--- config.mk ---
export PLATFORM = sky130hd
export DESIGN_NAME = imm_gen_pipe
export DESIGN_NICKNAME = d
export VERILOG_FILES = /design/src/rtl/imm_gen_pipe_pkg.sv /design/src/rtl/imm_gen_pipe_extract.sv /design/src/rtl/imm_gen_pipe.sv
export SDC_FILE = /design/constraint.sdc
export NUM_CORES = 1
export LEC_CHECK = 0
export ABC_AREA = 1
export CORE_ASPECT_RATIO = 0.5
export CORE_UTILIZATION = 40
export CTS_BUF_LIST = sky130_fd_sc_hd__clkbuf_2
export DETAILED_ROUTE_END_ITERATION = 8
export PLACE_DENSITY_LB_ADDON = 0.08
export RECOVER_POWER = 50
export SLEW_MARGIN = 20
export SYNTH_ARGS = -nofsm -noshare
export SYNTH_HDL_FRONTEND = slang
export SYNTH_SLANG_ARGS = --single-unit
--- constraint.sdc ---
create_clock -name clk -period 1.65 [get_ports clk]
set_input_delay 0.4125 -clock clk [delete_from_list [all_inputs] [get_ports clk]]
set_output_delay 0.4125 -clock clk [all_outputs]
set_load 0.01 [all_outputs]
--- src/rtl/imm_gen_pipe_pkg.sv ---
// Shared definitions for the LEGv8 immediate generator pipeline.
// Covers the format encodings and the instruction field positions/widths.
package imm_gen_pipe_pkg;

    typedef enum logic [2:0] {
        FMT_D  = 3'd0,
        FMT_CB = 3'd1,
        FMT_B  = 3'd2,
        FMT_I  = 3'd3,
        FMT_IW = 3'd4
    } fmt_e;

    // Bits [25:0] hold every immediate field, so S1 only keeps that slice.
    localparam int RAW_W  = 26;

    localparam int D_LSB  = 12;
    localparam int D_W    = 9;
    localparam int CB_LSB = 5;
    localparam int CB_W   = 19;
    localparam int B_LSB  = 0;
    localparam int B_W    = 26;
    localparam int I_LSB  = 10;
    localparam int I_W    = 12;
    localparam int IW_LSB = 5;
    localparam int IW_W   = 16;
    localparam int HW_LSB = 21;
    localparam int HW_W   = 2;

endpackage

--- src/rtl/imm_gen_pipe_extract.sv ---
// Combinational field select and extension for every LEGv8 immediate format.
// Sits between the S1 and S2 registers of imm_gen_pipe.
module imm_extract
    import imm_gen_pipe_pkg::*;
#(
    parameter int DATA_W   = 64,
    parameter int BR_SHIFT = 0
) (
    input  logic [RAW_W-1:0]  raw,
    input  logic [2:0]        fmt,
    input  logic [HW_W-1:0]   hw,
    output logic [DATA_W-1:0] imm,
    output logic              err
);

    localparam int BR_SH = (BR_SHIFT != 0) ? 2 : 0;

    logic [DATA_W-1:0] d_ext;
    logic [DATA_W-1:0] cb_ext;
    logic [DATA_W-1:0] b_ext;
    logic [DATA_W-1:0] i_ext;
    logic [DATA_W-1:0] iw_ext;

    assign d_ext  = {{(DATA_W-D_W){raw[D_LSB+D_W-1]}}, raw[D_LSB +: D_W]};
    assign cb_ext = {{(DATA_W-CB_W){raw[CB_LSB+CB_W-1]}}, raw[CB_LSB +: CB_W]};
    assign b_ext  = {{(DATA_W-B_W){raw[B_LSB+B_W-1]}}, raw[B_LSB +: B_W]};
    assign i_ext  = {{(DATA_W-I_W){1'b0}}, raw[I_LSB +: I_W]};
    assign iw_ext = {{(DATA_W-IW_W){1'b0}}, raw[IW_LSB +: IW_W]} << {hw, 4'b0000};

    // A 32-bit result cannot hold halfword positions 2 and 3.
    always_comb begin
        imm = '0;
        err = 1'b0;
        case (fmt)
            FMT_D:  imm = d_ext;
            FMT_CB: imm = cb_ext << BR_SH;
            FMT_B:  imm = b_ext << BR_SH;
            FMT_I:  imm = i_ext;
            FMT_IW: begin
                if (DATA_W == 32 && hw[1]) begin
                    err = 1'b1;
                end else begin
                    imm = iw_ext;
                end
            end
            default: err = 1'b1;
        endcase
    end

endmodule

--- src/rtl/imm_gen_pipe.sv ---
// Two-stage valid/ready immediate generator: S1 holds the raw fields,
// S2 holds the extended immediate presented to the consumer.
module imm_gen_pipe
    import imm_gen_pipe_pkg::*;
#(
    parameter int DATA_W   = 64,
    parameter int BR_SHIFT = 0
) (
    input  logic              clk,
    input  logic              rst_n,
    input  logic              in_valid,
    output logic              in_ready,
    input  logic [31:0]       instr,
    input  logic [2:0]        fmt,
    input  logic              flush,
    output logic              out_valid,
    input  logic              out_ready,
    output logic [DATA_W-1:0] out_imm,
    output logic              out_err
);

    logic              s1_valid;
    logic [RAW_W-1:0]  s1_raw;
    logic [2:0]        s1_fmt;
    logic [HW_W-1:0]   s1_hw;

    logic              s2_valid;
    logic [DATA_W-1:0] s2_imm;
    logic              s2_err;

    logic              s2_adv;
    logic [DATA_W-1:0] ext_imm;
    logic              ext_err;
    logic              unused_instr_hi;

    assign unused_instr_hi = ^instr[31:26];

    // S2 can take a new entry when empty or when its current entry leaves.
    assign s2_adv   = !s2_valid || out_ready;
    assign in_ready = flush || !s1_valid || s2_adv;

    assign out_valid = s2_valid;
    assign out_imm   = s2_imm;
    assign out_err   = s2_err;

    always_ff @(posedge clk or negedge rst_n) begin
        if (!rst_n) begin
            s1_valid <= 1'b0;
            s1_raw   <= '0;
            s1_fmt   <= '0;
            s1_hw    <= '0;
        end else if (flush) begin
            s1_valid <= 1'b0;
        end else if (in_ready) begin
            s1_valid <= in_valid;
            if (in_valid) begin
                s1_raw <= instr[RAW_W-1:0];
                s1_fmt <= fmt;
                s1_hw  <= instr[HW_LSB +: HW_W];
            end
        end
    end

    imm_extract #(
        .DATA_W   (DATA_W),
        .BR_SHIFT (BR_SHIFT)
    ) u_extract (
        .raw (s1_raw),
        .fmt (s1_fmt),
        .hw  (s1_hw),
        .imm (ext_imm),
        .err (ext_err)
    );

    // Result registers only move on advance, so a stalled output stays stable.
    always_ff @(posedge clk or negedge rst_n) begin
        if (!rst_n) begin
            s2_valid <= 1'b0;
            s2_imm   <= '0;
            s2_err   <= 1'b0;
        end else if (flush) begin
            s2_valid <= 1'b0;
        end else if (s2_adv) begin
            s2_valid <= s1_valid;
            if (s1_valid) begin
                s2_imm <= ext_imm;
                s2_err <= ext_err;
            end
        end
    end

endmodule

==> metrics.md <==
| Metric | Value |
|---|---|
| Critical Path Fanout Max | 2 |
| Fillcell total | 1,245 |
| Final Wtd Congestion | 0.8727 |
| Max-slew headroom | 46.12% |
| Worst-path cell chain | nand2_1 -> inv_1 -> nand2_2 -> buf_6 |
| Wire per inst | 15.07 um |
| Leak | 3.876 nW |
| Top cells by count, synth | nand2_1 (298), dfrtp_1 (96), nand3_1 (76), nand4_1 (46), nor2_1 (45) |
| Setup repair after global routing missed its margin | true |
| Most used DFF post-synth | dfrtp_1 |
| Final hold slack | 331.2 ps |
| Clk slew on worst S/H paths | 270 ps |
| Asr flop ratio synth | 100.0% |
| EDFF count, synth | 0 |
| Tmin final | 1746 ps |
| Critical path launch point type | register |
| Final Util | 55.56% |
| CP Buf/Inv Count | 2 |
| Cells after synthesis | 703 |
| Actual slew at the worst max-slew pin | 808.2 ps |
| Proportion of netlist area held by the largest area contributor | 47.73% |
| GRT Overall Usage | 23.97% |
| DRT antenna net count | 0 |
| Setup TNS | -163.0 ps |
| Worst min path class | in2reg |
| IO Pins | 107 |
| Vias per Instance | 5.002 |
| Vias after detailed routing | 5,102 |
| Highest ir drop seen on vdd | 0.0003673 V |
| Crit share post-route | 105.8% |
| Initial Util | 41.77% |
| Setup violators final | 2 |
| Clock Path Buffers | 2 |
| Slowest stage delay, CP | 440 ps |
| PnR worst setup slack | -95.91 ps |
| Area Overhead vs Synth | 33.03% |
| Worst path required time | 1240 ps |
| CTS buffer count | 9 |
| Count of different cell masters after synthesis | 23 |
| Synth area leader | dfrtp_1 |
| First-pass iteration count of the detailed router | 5 |
| GR Overflow Total | 0 |
| Ant. Diodes | 0 |
| Share of cells above drive strength 1 | 24.33% |
| Slowest-stage cell, CP | dfrtp_1 |
| # clock sinks | 96 |
| Violated checks | negative setup slack |
| Die Area | 13,060 um2 |
| Initial antenna violation count | 0 |
| HPWL Detailed | 10.18 mm |
| WS Path Type | reg2out |
| Largest cells by area after synthesis | dfrtp_1 (48%), nand2_1 (22%), nand3_1 (7.6%), nand4_1 (5.7%), nor2_1 (3.4%) |
| CP endpoint kind | output port |
| Wirelength, routed | 15.37 mm |
| Cell row count | 28 |
| Clock Tree Root | clkbuf_2 |
| Power Density | 945.2 nW/um2 |
| Skew final | 23.11 ps |
| Family with the most delay on the worst path | flip-flops |
| Pin count of the biggest net entering global routing | 65 |
| Core outline area | 12,050 um2 |
| FMAX | 572.8 MHz |
| Worst-Skew Late Latency | 590 ps |
| First-pass GRT wire length | 24.08 mm |
| Final #Nets | 890 |
| CTS tree | done |
| Final Hold Vio Count | 0 |
| Die Width | 160.6 um |
| Register area share after synthesis | 47.73% |
| Port bufs | 100 |
| Mapped Area | 5034 um2 |
| # Max-Cap Violations | 0 |
| Run status | complete, but fails checks |
| Most frequent cell after synthesis | nand2_1 |
| DRC viols | 0 |
| Synth warn | 0 |
| Post-synth net total | 743 |
| #FFs+latches synth | 96 |
| Vias in the first global route | 4,562 |
| Syn avg cell area | 7.160 um2 |
| 1st-iter DRT viols | 425 |
| H-tree levels | 3 |
| Critical Path AT | 1330 ps |
| Slew Limit Fails | 0 |
| Chip height | 81.32 um |
registers in the layout, summed over array words and instances, names as in the netlist:
signal,cells
s1_fmt,3
out_imm,64
out_valid,1
s1_raw,26
s1_valid,1
out_err,1
report_power, final:
group	switching [W]	internal (W)	total [W]
Clock	0.000837	0.000196	0.00103
Sequential	0.000393	0.00274	0.00313
Combinational	0.00115	0.00101	0.00216
Total	0.00238	0.00395	0.00633
through the flow:
| step | cell area (um2) | cells | setup slack (ps) | total power [W] |
|---|---|---|---|---|
| after floorplan | 5034 | 703 | 166.4 | 0.004064 |
| after global placement | 6382 | 952 | -404.3 | 0.005174 |
| after detailed placement | 6382 | 952 | -407.2 | 0.005194 |
| after CTS | 6362 | 996 | -183.0 | 0.006107 |
| after global routing | 6696 | 1020 | -199.4 | 0.006751 |
| final | 6696 | 1020 | -95.91 | 0.006330 |
metal layers:
metal	share of wire, %	global-route usage, %	vias to the layer above
met5	0	0	-
met2	40	32.94	173
met1	51	37.42	2361
met4	1.2	5.048	0
li1	-	-	2544
met3	7.1	5.312	24
cell families after synthesis:
logic type      share of synthesized area (%)
buf+inv                                 7.755
simple gates                            40.89
compound gates                          3.629
flops                                   47.73
cells in the final DEF, fill, tap and decap left out, drive strengths merged:
cell type      netlist  routed
nand3               78      78
clkbuf              37      14
dlygate4sd3          0       1
buf                 24     158
a21oi               12      12
nor3                 5       5
inv                 32      34
clkdlybuf4s50        0      32
clkinvlp             0       2
clkinv               1       4
o21a                 1       1
nand2              299     299
nor2                49      49
dfrtp               96      96
nand4               46      46
dlygate4sd2          0       1
o21ai               23      23
timing repair:
action                     in CTS  in global routing
hold endpoints to repair       96                  0
gates cloned                    0                  5
hold buffers                    1                  0
setup endpoints to repair     107                106
gates resized for setup       269                 32
pin swaps                       2                 10
buffers inserted               27                 19
path summary, 6_finish.rpt:
kind / from / endpoint / slack, ps / depth (start not counted)
worst max-delay path: s1_valid / in_ready / -100 / 4
max in group asynchronous: rst_n / out_imm[55] / 180 / 3
worst max register to register: s1_fmt[1] / out_imm[35] / 60 / 10
min in group asynchronous: rst_n / s1_raw[9] / 380 / 2
worst min-delay path: instr[2] / s1_raw[2] / 330 / 3
worst min register to register: out_imm[30] / out_imm[30] / 510 / 2
worst reg2reg max path, cell delays in order (launching register included):
cell	delay (ps)
dfrtp_2	540
buf_6	160
nor2_4	120
nand3_2	110
nand2_4	90
nor2_4	50
buf_12	140
clkbuf_16	160
nand2_1	80
nand2_1	60
nand2_1	50
final cells by class:
cell class / instances / area [um2] / share of cell area, %
Timing Repair Buffer: 197 / 1541 / 23.02
Tap cell: 165 / 206.4 / 3.083
Clock inverter: 7 / 45.04 / 0.6726
Clock buffer: 9 / 45.04 / 0.6726
Multi-Input combinational cell: 513 / 2326 / 34.73
Sequential cell: 96 / 2406 / 35.93
Inverter: 33 / 126.4 / 1.887
(Power assumes the default switching activity.)
